**src/rtl/alt_mem_ddrx_lpddr2_cmd_decoder.sv**
```systemverilog
// LPDDR2 AFI command/address decoder: turns the afi_cke/afi_cs_n/afi_addr stream back into commands,
//   tracks per-chip power state and per-bank open state, and flags protocol violations.
// Latency: inputs sampled at posedge N, every output registered and visible in cycle N+1.
// Backpressure: none; one command per clock, dec_valid/err_valid are single-cycle pulses.
//
// Ports:
//   ctl_clk, ctl_reset_n             clock, asynchronous active-low reset
//   afi_cke, afi_cs_n, afi_addr      AFI command bus (upper slice used when CFG_DWIDTH_RATIO=4)
//   dec_valid, dec_cmd, dec_chip     decoded command strobe, opcode, targeted chips
//   dec_bank/row/col/ap/ma/op        decoded fields (zero where the command has no such field)
//   pwr_state                        2 bits per chip: 0 ACTIVE, 1 PD, 2 SREF, 3 DPD
//   bank_open                        8 bits per chip, one per bank
//   err_valid, err_code, err_count   protocol violation pulse, last code, saturating count
module alt_mem_ddrx_lpddr2_cmd_decoder #(
  parameter int CFG_MEM_IF_CHIP       = 1,
  parameter int CFG_MEM_IF_ADDR_WIDTH = 20,
  parameter int CFG_DWIDTH_RATIO      = 2
) (
  input  logic                                                ctl_clk,
  input  logic                                                ctl_reset_n,
  input  logic [CFG_MEM_IF_CHIP*(CFG_DWIDTH_RATIO/2)-1:0]       afi_cke,
  input  logic [CFG_MEM_IF_CHIP*(CFG_DWIDTH_RATIO/2)-1:0]       afi_cs_n,
  input  logic [CFG_MEM_IF_ADDR_WIDTH*(CFG_DWIDTH_RATIO/2)-1:0] afi_addr,
  output logic                                                dec_valid,
  output logic [3:0]                                          dec_cmd,
  output logic [CFG_MEM_IF_CHIP-1:0]                          dec_chip,
  output logic [2:0]                                          dec_bank,
  output logic [14:0]                                         dec_row,
  output logic [11:0]                                         dec_col,
  output logic                                                dec_ap,
  output logic [7:0]                                          dec_ma,
  output logic [7:0]                                          dec_op,
  output logic [2*CFG_MEM_IF_CHIP-1:0]                        pwr_state,
  output logic [8*CFG_MEM_IF_CHIP-1:0]                        bank_open,
  output logic                                                err_valid,
  output logic [2:0]                                          err_code,
  output logic [15:0]                                         err_count
);

  localparam int CH = CFG_MEM_IF_CHIP;
  localparam int PH = CFG_DWIDTH_RATIO / 2;
  localparam int AW = CFG_MEM_IF_ADDR_WIDTH;

  localparam logic [3:0] CMD_ACT   = 4'd0;
  localparam logic [3:0] CMD_WR    = 4'd1;
  localparam logic [3:0] CMD_RD    = 4'd2;
  localparam logic [3:0] CMD_PRE   = 4'd3;
  localparam logic [3:0] CMD_PREA  = 4'd4;
  localparam logic [3:0] CMD_REFAB = 4'd5;
  localparam logic [3:0] CMD_REFPB = 4'd6;
  localparam logic [3:0] CMD_MRW   = 4'd7;
  localparam logic [3:0] CMD_MRR   = 4'd8;
  localparam logic [3:0] CMD_BST   = 4'd9;
  localparam logic [3:0] CMD_SREF  = 4'd10;
  localparam logic [3:0] CMD_PD    = 4'd11;
  localparam logic [3:0] CMD_DPD   = 4'd12;
  localparam logic [3:0] CMD_EXIT  = 4'd13;

  localparam logic [2:0] ERR_NONE      = 3'd0;
  localparam logic [2:0] ERR_ILLEGAL   = 3'd1;
  localparam logic [2:0] ERR_ACT_OPEN  = 3'd2;
  localparam logic [2:0] ERR_RW_CLOSED = 3'd3;
  localparam logic [2:0] ERR_BANK_OPEN = 3'd4;
  localparam logic [2:0] ERR_CKE_CODE  = 3'd5;

  // All chips share one CKE, so every chip is always in the same power state.
  typedef enum logic [1:0] {
    PWR_ACTIVE = 2'd0,
    PWR_PD     = 2'd1,
    PWR_SREF   = 2'd2,
    PWR_DPD    = 2'd3
  } pwr_e;

  // ---------------- slice select and field extraction ----------------
  logic [CH-1:0] w_cke_slice;
  logic [CH-1:0] w_cs_n;
  logic          w_cke;
  logic [19:0]   w_a;
  logic [CH-1:0] w_sel;
  logic          w_any_sel;
  logic          w_unused;

  // The last phase of the AFI word is the command slot (upper half at half rate).
  assign w_cke_slice = afi_cke[(PH-1)*CH +: CH];
  assign w_cke       = w_cke_slice[0];
  assign w_cs_n      = afi_cs_n[(PH-1)*CH +: CH];
  assign w_a         = afi_addr[(PH-1)*AW +: 20];
  assign w_sel       = ~w_cs_n;
  assign w_any_sel   = |w_sel;
  assign w_unused    = ^{afi_cke, afi_cs_n, afi_addr};

  logic [2:0]  w_f_bank;
  logic [14:0] w_f_row;
  logic [11:0] w_f_col;
  logic [7:0]  w_f_ma;
  logic [7:0]  w_f_op;
  logic [7:0]  w_bank_mask;

  assign w_f_bank    = w_a[9:7];
  assign w_f_row     = {w_a[19:18], w_a[6:4], w_a[3:2], w_a[17:10]};
  assign w_f_col     = {w_a[19:11], w_a[6:5], 1'b0};
  assign w_f_ma      = {w_a[19:18], w_a[9:4]};
  assign w_f_op      = w_a[17:10];
  assign w_bank_mask = 8'b1 << w_f_bank;

  // ---------------- state registers ----------------
  logic                r_cke_prev;
  pwr_e                r_pwr;
  logic [8*CH-1:0]     r_bank_open;
  logic                r_dec_valid;
  logic [3:0]          r_dec_cmd;
  logic [CH-1:0]       r_dec_chip;
  logic [2:0]          r_dec_bank;
  logic [14:0]         r_dec_row;
  logic [11:0]         r_dec_col;
  logic                r_dec_ap;
  logic [7:0]          r_dec_ma;
  logic [7:0]          r_dec_op;
  logic                r_err_valid;
  logic [2:0]          r_err_code;
  logic [15:0]         r_err_count;

  // ---------------- bank table lookups (OR across selected chips) ----------------
  logic w_sel_hit;       // addressed bank open in some selected chip
  logic w_sel_miss;      // addressed bank closed in some selected chip
  logic w_sel_open_any;  // any bank open in some selected chip
  logic w_all_open_any;  // any bank open anywhere

  always_comb begin
    w_sel_hit      = 1'b0;
    w_sel_miss     = 1'b0;
    w_sel_open_any = 1'b0;
    w_all_open_any = |r_bank_open;
    for (int c = 0; c < CH; c++) begin
      if (w_sel[c]) begin
        if (|(r_bank_open[c*8 +: 8] & w_bank_mask)) w_sel_hit  = 1'b1;
        else                                        w_sel_miss = 1'b1;
        if (|r_bank_open[c*8 +: 8]) w_sel_open_any = 1'b1;
      end
    end
  end

  // ---------------- decode / next-state ----------------
  pwr_e            w_pwr_nxt;
  logic [8*CH-1:0] w_bank_nxt;
  logic            w_vld;
  logic [3:0]      w_cmd;
  logic [CH-1:0]   w_chip;
  logic [2:0]      w_bank;
  logic [14:0]     w_row;
  logic [11:0]     w_col;
  logic            w_ap;
  logic [7:0]      w_ma;
  logic [7:0]      w_op;
  logic [2:0]      w_err_code;

  always_comb begin
    w_pwr_nxt  = r_pwr;
    w_bank_nxt = r_bank_open;
    w_vld      = 1'b0;
    w_cmd      = CMD_ACT;
    w_chip     = w_sel;
    w_bank     = 3'd0;
    w_row      = 15'd0;
    w_col      = 12'd0;
    w_ap       = 1'b0;
    w_ma       = 8'd0;
    w_op       = 8'd0;
    w_err_code = ERR_NONE;

    if (r_cke_prev && w_cke) begin
      if (w_any_sel) begin
        if (w_a[1:0] == 2'b10) begin
          w_vld  = 1'b1;
          w_cmd  = CMD_ACT;
          w_bank = w_f_bank;
          w_row  = w_f_row;
          if (w_sel_hit) w_err_code = ERR_ACT_OPEN;
          for (int c = 0; c < CH; c++)
            if (w_sel[c]) w_bank_nxt[c*8 +: 8] = w_bank_nxt[c*8 +: 8] | w_bank_mask;
        end else begin
          case (w_a[3:0])
            4'b0001, 4'b0101: begin
              w_vld  = 1'b1;
              w_cmd  = w_a[2] ? CMD_RD : CMD_WR;
              w_bank = w_f_bank;
              w_col  = w_f_col;
              w_ap   = w_a[10];
              if (w_sel_miss) w_err_code = ERR_RW_CLOSED;
              // Auto-precharge closes the bank as soon as the command is seen.
              if (w_a[10])
                for (int c = 0; c < CH; c++)
                  if (w_sel[c]) w_bank_nxt[c*8 +: 8] = w_bank_nxt[c*8 +: 8] & ~w_bank_mask;
            end
            4'b1011: begin
              w_vld = 1'b1;
              if (w_a[4]) begin
                w_cmd = CMD_PREA;
                for (int c = 0; c < CH; c++)
                  if (w_sel[c]) w_bank_nxt[c*8 +: 8] = 8'd0;
              end else begin
                w_cmd  = CMD_PRE;
                w_bank = w_f_bank;
                for (int c = 0; c < CH; c++)
                  if (w_sel[c]) w_bank_nxt[c*8 +: 8] = w_bank_nxt[c*8 +: 8] & ~w_bank_mask;
              end
            end
            4'b1100: begin
              w_vld = 1'b1;
              w_cmd = CMD_REFAB;
              if (w_sel_open_any) w_err_code = ERR_BANK_OPEN;
            end
            4'b0100: begin
              w_vld = 1'b1;
              w_cmd = CMD_REFPB;
            end
            4'b0011: begin
              w_vld = 1'b1;
              w_cmd = CMD_BST;
            end
            4'b0000: begin
              w_vld = 1'b1;
              w_cmd = CMD_MRW;
              w_ma  = w_f_ma;
              w_op  = w_f_op;
            end
            4'b1000: begin
              w_vld = 1'b1;
              w_cmd = CMD_MRR;
              w_ma  = w_f_ma;
            end
            4'b1001, 4'b1101: begin
              // Illegal opcodes are reported but never strobed.
              w_err_code = ERR_ILLEGAL;
            end
            default: begin
              // 0111/1111 are NOPs.
            end
          endcase
        end
      end
    end else if (r_cke_prev && !w_cke) begin
      // CKE fall: the whole device enters a low-power state.
      w_vld = 1'b1;
      if (!w_any_sel) begin
        w_cmd     = CMD_PD;
        w_pwr_nxt = PWR_PD;
      end else if (w_a[3:0] == 4'b0100) begin
        w_cmd     = CMD_SREF;
        w_pwr_nxt = PWR_SREF;
        if (w_all_open_any) w_err_code = ERR_BANK_OPEN;
      end else if (w_a[3:0] == 4'b0011) begin
        w_cmd      = CMD_DPD;
        w_pwr_nxt  = PWR_DPD;
        w_bank_nxt = '0;
        if (w_all_open_any) w_err_code = ERR_BANK_OPEN;
      end else begin
        w_cmd      = CMD_PD;
        w_pwr_nxt  = PWR_PD;
        w_err_code = ERR_CKE_CODE;
      end
    end else if (!r_cke_prev && w_cke) begin
      // CKE rise: every chip exits, CS is not looked at this cycle.
      w_vld     = 1'b1;
      w_cmd     = CMD_EXIT;
      w_chip    = '1;
      w_pwr_nxt = PWR_ACTIVE;
    end
  end

  // ---------------- registers ----------------
  always_ff @(posedge ctl_clk or negedge ctl_reset_n) begin
    if (!ctl_reset_n) begin
      r_cke_prev  <= 1'b1;
      r_pwr       <= PWR_ACTIVE;
      r_bank_open <= '0;
      r_dec_valid <= 1'b0;
      r_dec_cmd   <= 4'd0;
      r_dec_chip  <= '0;
      r_dec_bank  <= 3'd0;
      r_dec_row   <= 15'd0;
      r_dec_col   <= 12'd0;
      r_dec_ap    <= 1'b0;
      r_dec_ma    <= 8'd0;
      r_dec_op    <= 8'd0;
      r_err_valid <= 1'b0;
      r_err_code  <= ERR_NONE;
      r_err_count <= 16'd0;
    end else begin
      r_cke_prev  <= w_cke;
      r_pwr       <= w_pwr_nxt;
      r_bank_open <= w_bank_nxt;
      r_dec_valid <= w_vld;
      if (w_vld) begin
        r_dec_cmd  <= w_cmd;
        r_dec_chip <= w_chip;
        r_dec_bank <= w_bank;
        r_dec_row  <= w_row;
        r_dec_col  <= w_col;
        r_dec_ap   <= w_ap;
        r_dec_ma   <= w_ma;
        r_dec_op   <= w_op;
      end
      r_err_valid <= (w_err_code != ERR_NONE);
      if (w_err_code != ERR_NONE) begin
        r_err_code <= w_err_code;
        if (r_err_count != 16'hFFFF) r_err_count <= r_err_count + 16'd1;
      end
    end
  end

  logic [1:0] w_pwr_bits;
  assign w_pwr_bits = r_pwr;

  assign dec_valid = r_dec_valid;
  assign dec_cmd   = r_dec_cmd;
  assign dec_chip  = r_dec_chip;
  assign dec_bank  = r_dec_bank;
  assign dec_row   = r_dec_row;
  assign dec_col   = r_dec_col;
  assign dec_ap    = r_dec_ap;
  assign dec_ma    = r_dec_ma;
  assign dec_op    = r_dec_op;
  assign pwr_state = {CH{w_pwr_bits}};
  assign bank_open = r_bank_open;
  assign err_valid = r_err_valid;
  assign err_code  = r_err_code;
  assign err_count = r_err_count;

endmodule

```
**config.mk**
```make
export PLATFORM = sky130hd
export DESIGN_NAME = alt_mem_ddrx_lpddr2_cmd_decoder
export DESIGN_NICKNAME = d
export VERILOG_FILES = /design/src/rtl/alt_mem_ddrx_lpddr2_cmd_decoder.sv
export SDC_FILE = /design/constraint.sdc
export NUM_CORES = 1
export LEC_CHECK = 0
export ABC_AREA = 1
export BUFFER_PORTS_ARGS = -buffer_cell sky130_fd_sc_hd__clkbuf_2
export CELL_PAD_IN_SITES_DETAIL_PLACEMENT = 2
export CELL_PAD_IN_SITES_GLOBAL_PLACEMENT = 2
export CORE_MARGIN = 2
export CORE_UTILIZATION = 34
export CTS_BUF_LIST = sky130_fd_sc_hd__clkbuf_8
export CTS_CLUSTER_DIAMETER = 80
export CTS_CLUSTER_SIZE = 40
export DETAILED_ROUTE_END_ITERATION = 16
export PLACE_DENSITY_LB_ADDON = 0.1
export SYNTH_ARGS = -nofsm -noshare
export SYNTH_HDL_FRONTEND = slang
export SYNTH_SLANG_ARGS = --single-unit
```
**constraint.sdc**
```tcl
create_clock -name ctl_clk -period 4.3 [get_ports ctl_clk]
set_input_delay 0.43 -clock ctl_clk [delete_from_list [all_inputs] [get_ports ctl_clk]]
set_output_delay 0.43 -clock ctl_clk [all_outputs]
set_load 0.01 [all_outputs]
```
Yosys cells after proc, flatten, opt, wreduce, memory -nomap -nowiden
Cells that the tools add are included.
{"block": "word_totals", "word_cells": 135, "inputBits": 24, "register_bits": 84}
{"block": "op_classes", "bitwise_logic": 6, "n_eq_ne": 16, "n_shift": 1, "reduce_logical": 19, "muxes": 77, "addsub": 1}
{"op": "two-way mux 8 bit", "n": 17}
{"op": "two-way mux 3 bit", "n": 17}
{"op": "two-way mux 12 bit", "n": 4}
{"op": "two-way mux 15 bit", "n": 3}
{"op": "case mux 4 bit (7 select lines)", "n": 1}
{"op": "OR reduction 8 bit", "n": 3}
{"op": "== test 4 bit, second input constant", "n": 5}
{"op": "two-way mux 4 bit", "n": 5}
{"op": "two-way mux 1 bit", "n": 19}
{"op": "adder 16 x 1 -> 16 bit, second input constant", "n": 1}
{"op": "bitwise AND 8 bit", "n": 2}
{"op": "two-way mux 2 bit", "n": 8}
{"op": "inequality test 16 bit, second input constant", "n": 1}
{"op": "case mux 8 bit (2 select lines)", "n": 1}
{"op": "case mux 3 bit (3 select lines)", "n": 1}
{"op": "== test 4 x 3 -> 1 bit, second input constant", "n": 2}
{"op": "inverter 8 bit", "n": 1}
{"op": "OR 8 bit", "n": 1}
{"op": "<< shifter 1 x 3 -> 8 bit, first input constant", "n": 1}
{"op": "AND reduction 7 bit", "n": 1}
{"op": "inequality test 2 bit, second input constant", "n": 3}
{"op": "case mux 3 bit (2 select lines)", "n": 1}
{"op": "nonzero test 2 bit", "n": 3}
{"op": "OR reduction 2 bit", "n": 3}
{"op": "other kinds (11)", "n": 16}

Longest topological paths before layout
{"block": "depth", "word_depth": 12, "depth_mapped": 13, "depth_no_buf": 11}

Worst setup path before layout
OpenSTA, ideal clock, no wires.
{"block": "synth_timing", "path_type": "register to register", "start": "register r_cke_prev", "end": "register r_err_count[12], in the netlist err_count[12]", "slack_ns": 2.466, "required_ns": 4.183, "arrival_time_ns": 1.717, "setup_time_ns": 0.117, "path_stages_with_launch": 14, "synth_period_minus_slack_ns": 1.834, "cell_sequence": "dfstp_2 > ha_1 > buf_4 > inv_4 > nor2_8 > inv_2 > buf_6 > nor3_2 > nand2_1 > nand3_2 > buf_4 > nand2_1 > nand2_1 > nand2_1"}
{"block": "synth_via", "elab_chain_len": 5, "word_cells_on_any_way": 6}
{"element": "start, declared", "line_no": "107", "source": "logic r_cke_prev;"}
{"element": "start signal, assigned", "line_no": "290", "source": "r_cke_prev <= w_cke;"}
{"element": "logical AND 1 bit", "line_no": "242", "source": "end else if (r_cke_prev && !w_cke) begin"}
{"element": "two-way mux 3 bit", "line_no": "242"}
{"element": "two-way mux 3 bit (*)", "line_no": "171", "source": "if (r_cke_prev && w_cke) begin"}
{"element": "nonzero test 3 bit (*)", "line_no": "305", "source": "if (w_err_code != ERR_NONE) begin"}
{"element": "AND reduction 2 bit (no line) (*)"}
{"element": "end signal, assigned", "line_no": "307", "source": "if (r_err_count != 16'hFFFF) r_err_count <= r_err_count + 16'd1;"}
{"element": "end, declared", "line_no": "121", "source": "logic [15:0] r_err_count;"}
Mark *: on every way between the ends. The rest lies on a longest branch, timed or not.
A chain may end at the register's enable or synchronous reset.

Worst setup path in the final report
{"block": "layout_timing", "start": "register r_cke_prev", "end": "register r_err_count[9], in the netlist err_count[9]"}
The elaborated chain is that of the path after synthesis.

==> summary.md <==
| Metric | Value |
|---|---|
| Drt total wl | 13.25 mm |
| Post-synth top cells | 142 x nand2_1, 82 x dfrtp_1, 54 x o21ai_0 |
| Busiest metal layer after global routing | met2 |
| Synth Area in Simple Gates | 25.82% |
| CTS sink cnt | 83 |
| Clock Tree Buf Depth | 2 |
| Syn nets | 519 |
| Min cycle time layout | 2.723 ns |
| CP cell instances | ha_1 -> inv_4 -> nor2_8 -> inv_2 -> o21ai_1 -> a21oi_2 -> nand3_2 -> nand2_4 -> nand2_1 -> nand2_1 |
| Setup Crit Path Kind | reg2reg |
| Relative slew slack | 27.55% |
| Syn Area/Cell | 8.361 um^2 |
| CTS Hold Bufs | 0 |
| Pwr/cell area | 371.1 nW/um^2 |
| Die area | 12970 um^2 |
| Mapped Cells | 491 |
| Worst-Skew Late Latency | 0.37 ns |
| Initial antenna violation count | 0 |
| Worst vdd ir | 0.1275 mV |
| Asr flop ratio synth | 100.0% |
| M1 GR Usage | 27.72% |
| Synth Flop Type | dfrtp_1 |
| Clk root buf | clkbuf_8 |
| Crit. End Element | flop |
| Initial DRT Pass Iterations | 4 |
| Setup TNS | 0 ns |
| Syn. warnings | 0 |
| Max_cap viols | 0 |
| Crit-path max cell delay | 0.56 ns |
| Worst Tran Pin Value | 1.087 ns |
| Final Hold Fails | 0 |
| HP Class | in2reg |
| Die height | 113.9 um |
| Slowest cell on the critical path | dfstp_2 |
| IO Pins | 107 |
| Layout area overhead | 18.50% |
| Via total after detailed routing | 3778 |
| Placed Area | 4679 um^2 |
| Seq/Total Area, Yosys | 50.62% |
| RSZ-0062 raised after global routing | no |
| Worst Clk Skew | 0.01221 ns |
| CTS tree | yes |
| Startpoint Class | flop |
| Core Box Area | 11910 um^2 |
| Status | finished, final reports clean |
| Port-buffer cells | 105 |
| Initial drt markers | 182 |
| First-pass GRT wire length | 21.61 mm |
| Initial Utilization | 34.46% |
| Final WS setup | 1.577 ns |
| Post-route DRC | 0 |
| Final ANT Viol Nets | 0 |
| Synth Area in Compound Gates | 11.58% |
| Yosys cell types | 38 |
| CTS Buf Count | 9 |
| Total grt overflow | 0 |
| Post-DP HPWL | 9.744 mm |
| Final setup viols | 0 |
| Nets | 617 |
| GRT Overall Usage | 21.46% |
| Max-slew violations | 0 |
| Resize count post-CTS | 0 |
| CTS H-tree depth | 3 |
| Post-synthesis adder-cell area fraction | 1.219% |
| Arrival time worst endpoint | 2.98 ns |
| Synthesized cell area | 4105 um^2 |
| Setup bufs post-CTS | 0 |
| Pin count of the biggest net entering global routing | 84 |
| Synth top area share | 49.98% |
| DR WL/cell | 17.88 um |
| Top cell type by total area after synthesis | dfrtp_1 |
| Final instance area | 4865 um^2 |
| Die X | 113.9 um |
| Row cnt | 40 |
| Largest family of logic cells by synthesized area | simple AND/OR/NAND/NOR gates |
| Synthesized flop and latch total | 83 |
| Antenna Cells | 0 |
| Pre-CTS WS | 1.546 ns |
| Leak | 2.561 nW |
| Share of layout cells above drive strength 1 | 24.41% |
| Synth area leaders | dfrtp_1 50%, nand2_1 13%, o21ai_0 6.6% |
| Clock transition at path regs | 0.09 ns |
| Via/cell ratio | 5.099 |
| Most used cell along the critical path | nand2_1 |
| Post-synth EDFFs | 0 |
| Post-synthesis mux area share | 0% |
| Post-synthesis xor/xnor area fraction | 2.774% |
| Vias in the first global route | 4183 |
| CP required | 4.55 ns |
| FMAX | 0.3672 GHz |
| Most common cell in the synthesized netlist | nand2_1 |
| Met3 Track Usage GR | 3.082% |
| Met2 Usage GRT | 36.89% |
| Final GP Congestion | 0.8388 |
| CP Max Fanout | 21 |
| Final period utilization | 63.33% |
==> flip-flops by register name (all words and copies together), names as in the netlist <==
| name | count |
|---|---|
| dec_col | 11 |
| r_cke_prev | 1 |
| err_count | 16 |
| err_code | 3 |
| dec_row | 15 |
| dec_valid | 1 |
| bank_open | 8 |
| dec_op | 8 |
| dec_ap | 1 |
| dec_cmd | 4 |
| err_valid | 1 |
| pwr_state | 2 |
| dec_chip | 1 |
| dec_ma | 8 |
| dec_bank | 3 |
==> critical path: cells and delay by family (launching register included) <==
family                   cells  cell delay, ns
flip-flops                   1            0.56
AO/OA/AOI/OAI                2            0.29
buffers and inverters        2            0.32
AND/OR/NAND/NOR              5            1.04
adder cells (fa/ha/maj)      1            0.38
==> layer usage <==
layer	vias to the layer above	part of all wire, %
met4	0	1.5
met1	1885	46
li1	1804	-
met3	14	3.0
met5	-	0
met2	75	50
==> logic make-up (layout without fill, tap and decap cells) <==
logic type,Yosys count,in the layout
flip-flops,83,83
other,1,1
AND/OR/NAND/NOR,238,238
adder cells (fa/ha/maj),4,4
buffers and inverters,67,170
AO/OA/AOI/OAI,85,85
XOR/XNOR,13,13
==> final timing paths <==
kind                        startpoint      endpoint  slack [ns]  depth (start not counted)
max reg2reg                 r_cke_prev  err_count[9]        1.58                         10
min reg2reg                  dec_op[4]     dec_op[4]        0.49                          2
min in group asynchronous  ctl_reset_n    dec_col[6]        0.25                          1
max                         r_cke_prev  err_count[9]        1.58                         10
min                            afi_cke    r_cke_prev        0.18                          1
max in group asynchronous  ctl_reset_n  err_count[5]        3.35                          1
==> per-stage QoR <==
| stage | hold WS [ns] | instances | utilization, % | power (W) |
|---|---|---|---|---|
| floorplan | 0.1344 | 491 | - | 0.001119 |
| global placement | 0.4668 | 725 | 39.29 | 0.001258 |
| detailed placement | 0.4753 | 725 | 39.29 | 0.001276 |
| CTS | 0.1632 | 741 | 40.84 | 0.001841 |
| global route | 0.1752 | 741 | 40.84 | 0.001914 |
| finish | 0.1834 | 741 | 40.84 | 0.001805 |
==> power by group <==
group / total, W / switching (W) / internal (W)
Clock: 0.000551 / 0.000320 / 0.000231
Combinational: 0.000350 / 0.000234 / 0.000116
Sequential: 0.000905 / 0.0000626 / 0.000842
==> cells in the final DEF, fill, tap and decap left out, drive strengths merged, types with 2 or more instances in the layout <==
cell type  synthesis  layout
nor2              27      27
nand4             12      12
ha                 4       4
nand3b             2       2
xnor2              6       6
nor3               2       2
inv               49      51
xor2               7       7
o21ai             59      59
o211ai             2       2
clkinv             0       3
dfrtp             82      82
nand2            144     144
clkbuf             3     114
a32o               3       3
a21oi              9       9
o31ai              8       8
a31oi              3       3
nand3             48      48
==> layout make-up <==
class	instances	area [um^2]
Fill cell	1406	7047
Sequential cell	83	2078
Multi-Input combinational cell	341	1703
Timing Repair Buffer	105	528.0
Inverter	49	186.4
Tap cell	147	183.9
Clock buffer	10	137.6
Clock inverter	6	47.55
No activity file was read; power rests on OpenSTA's default activity.
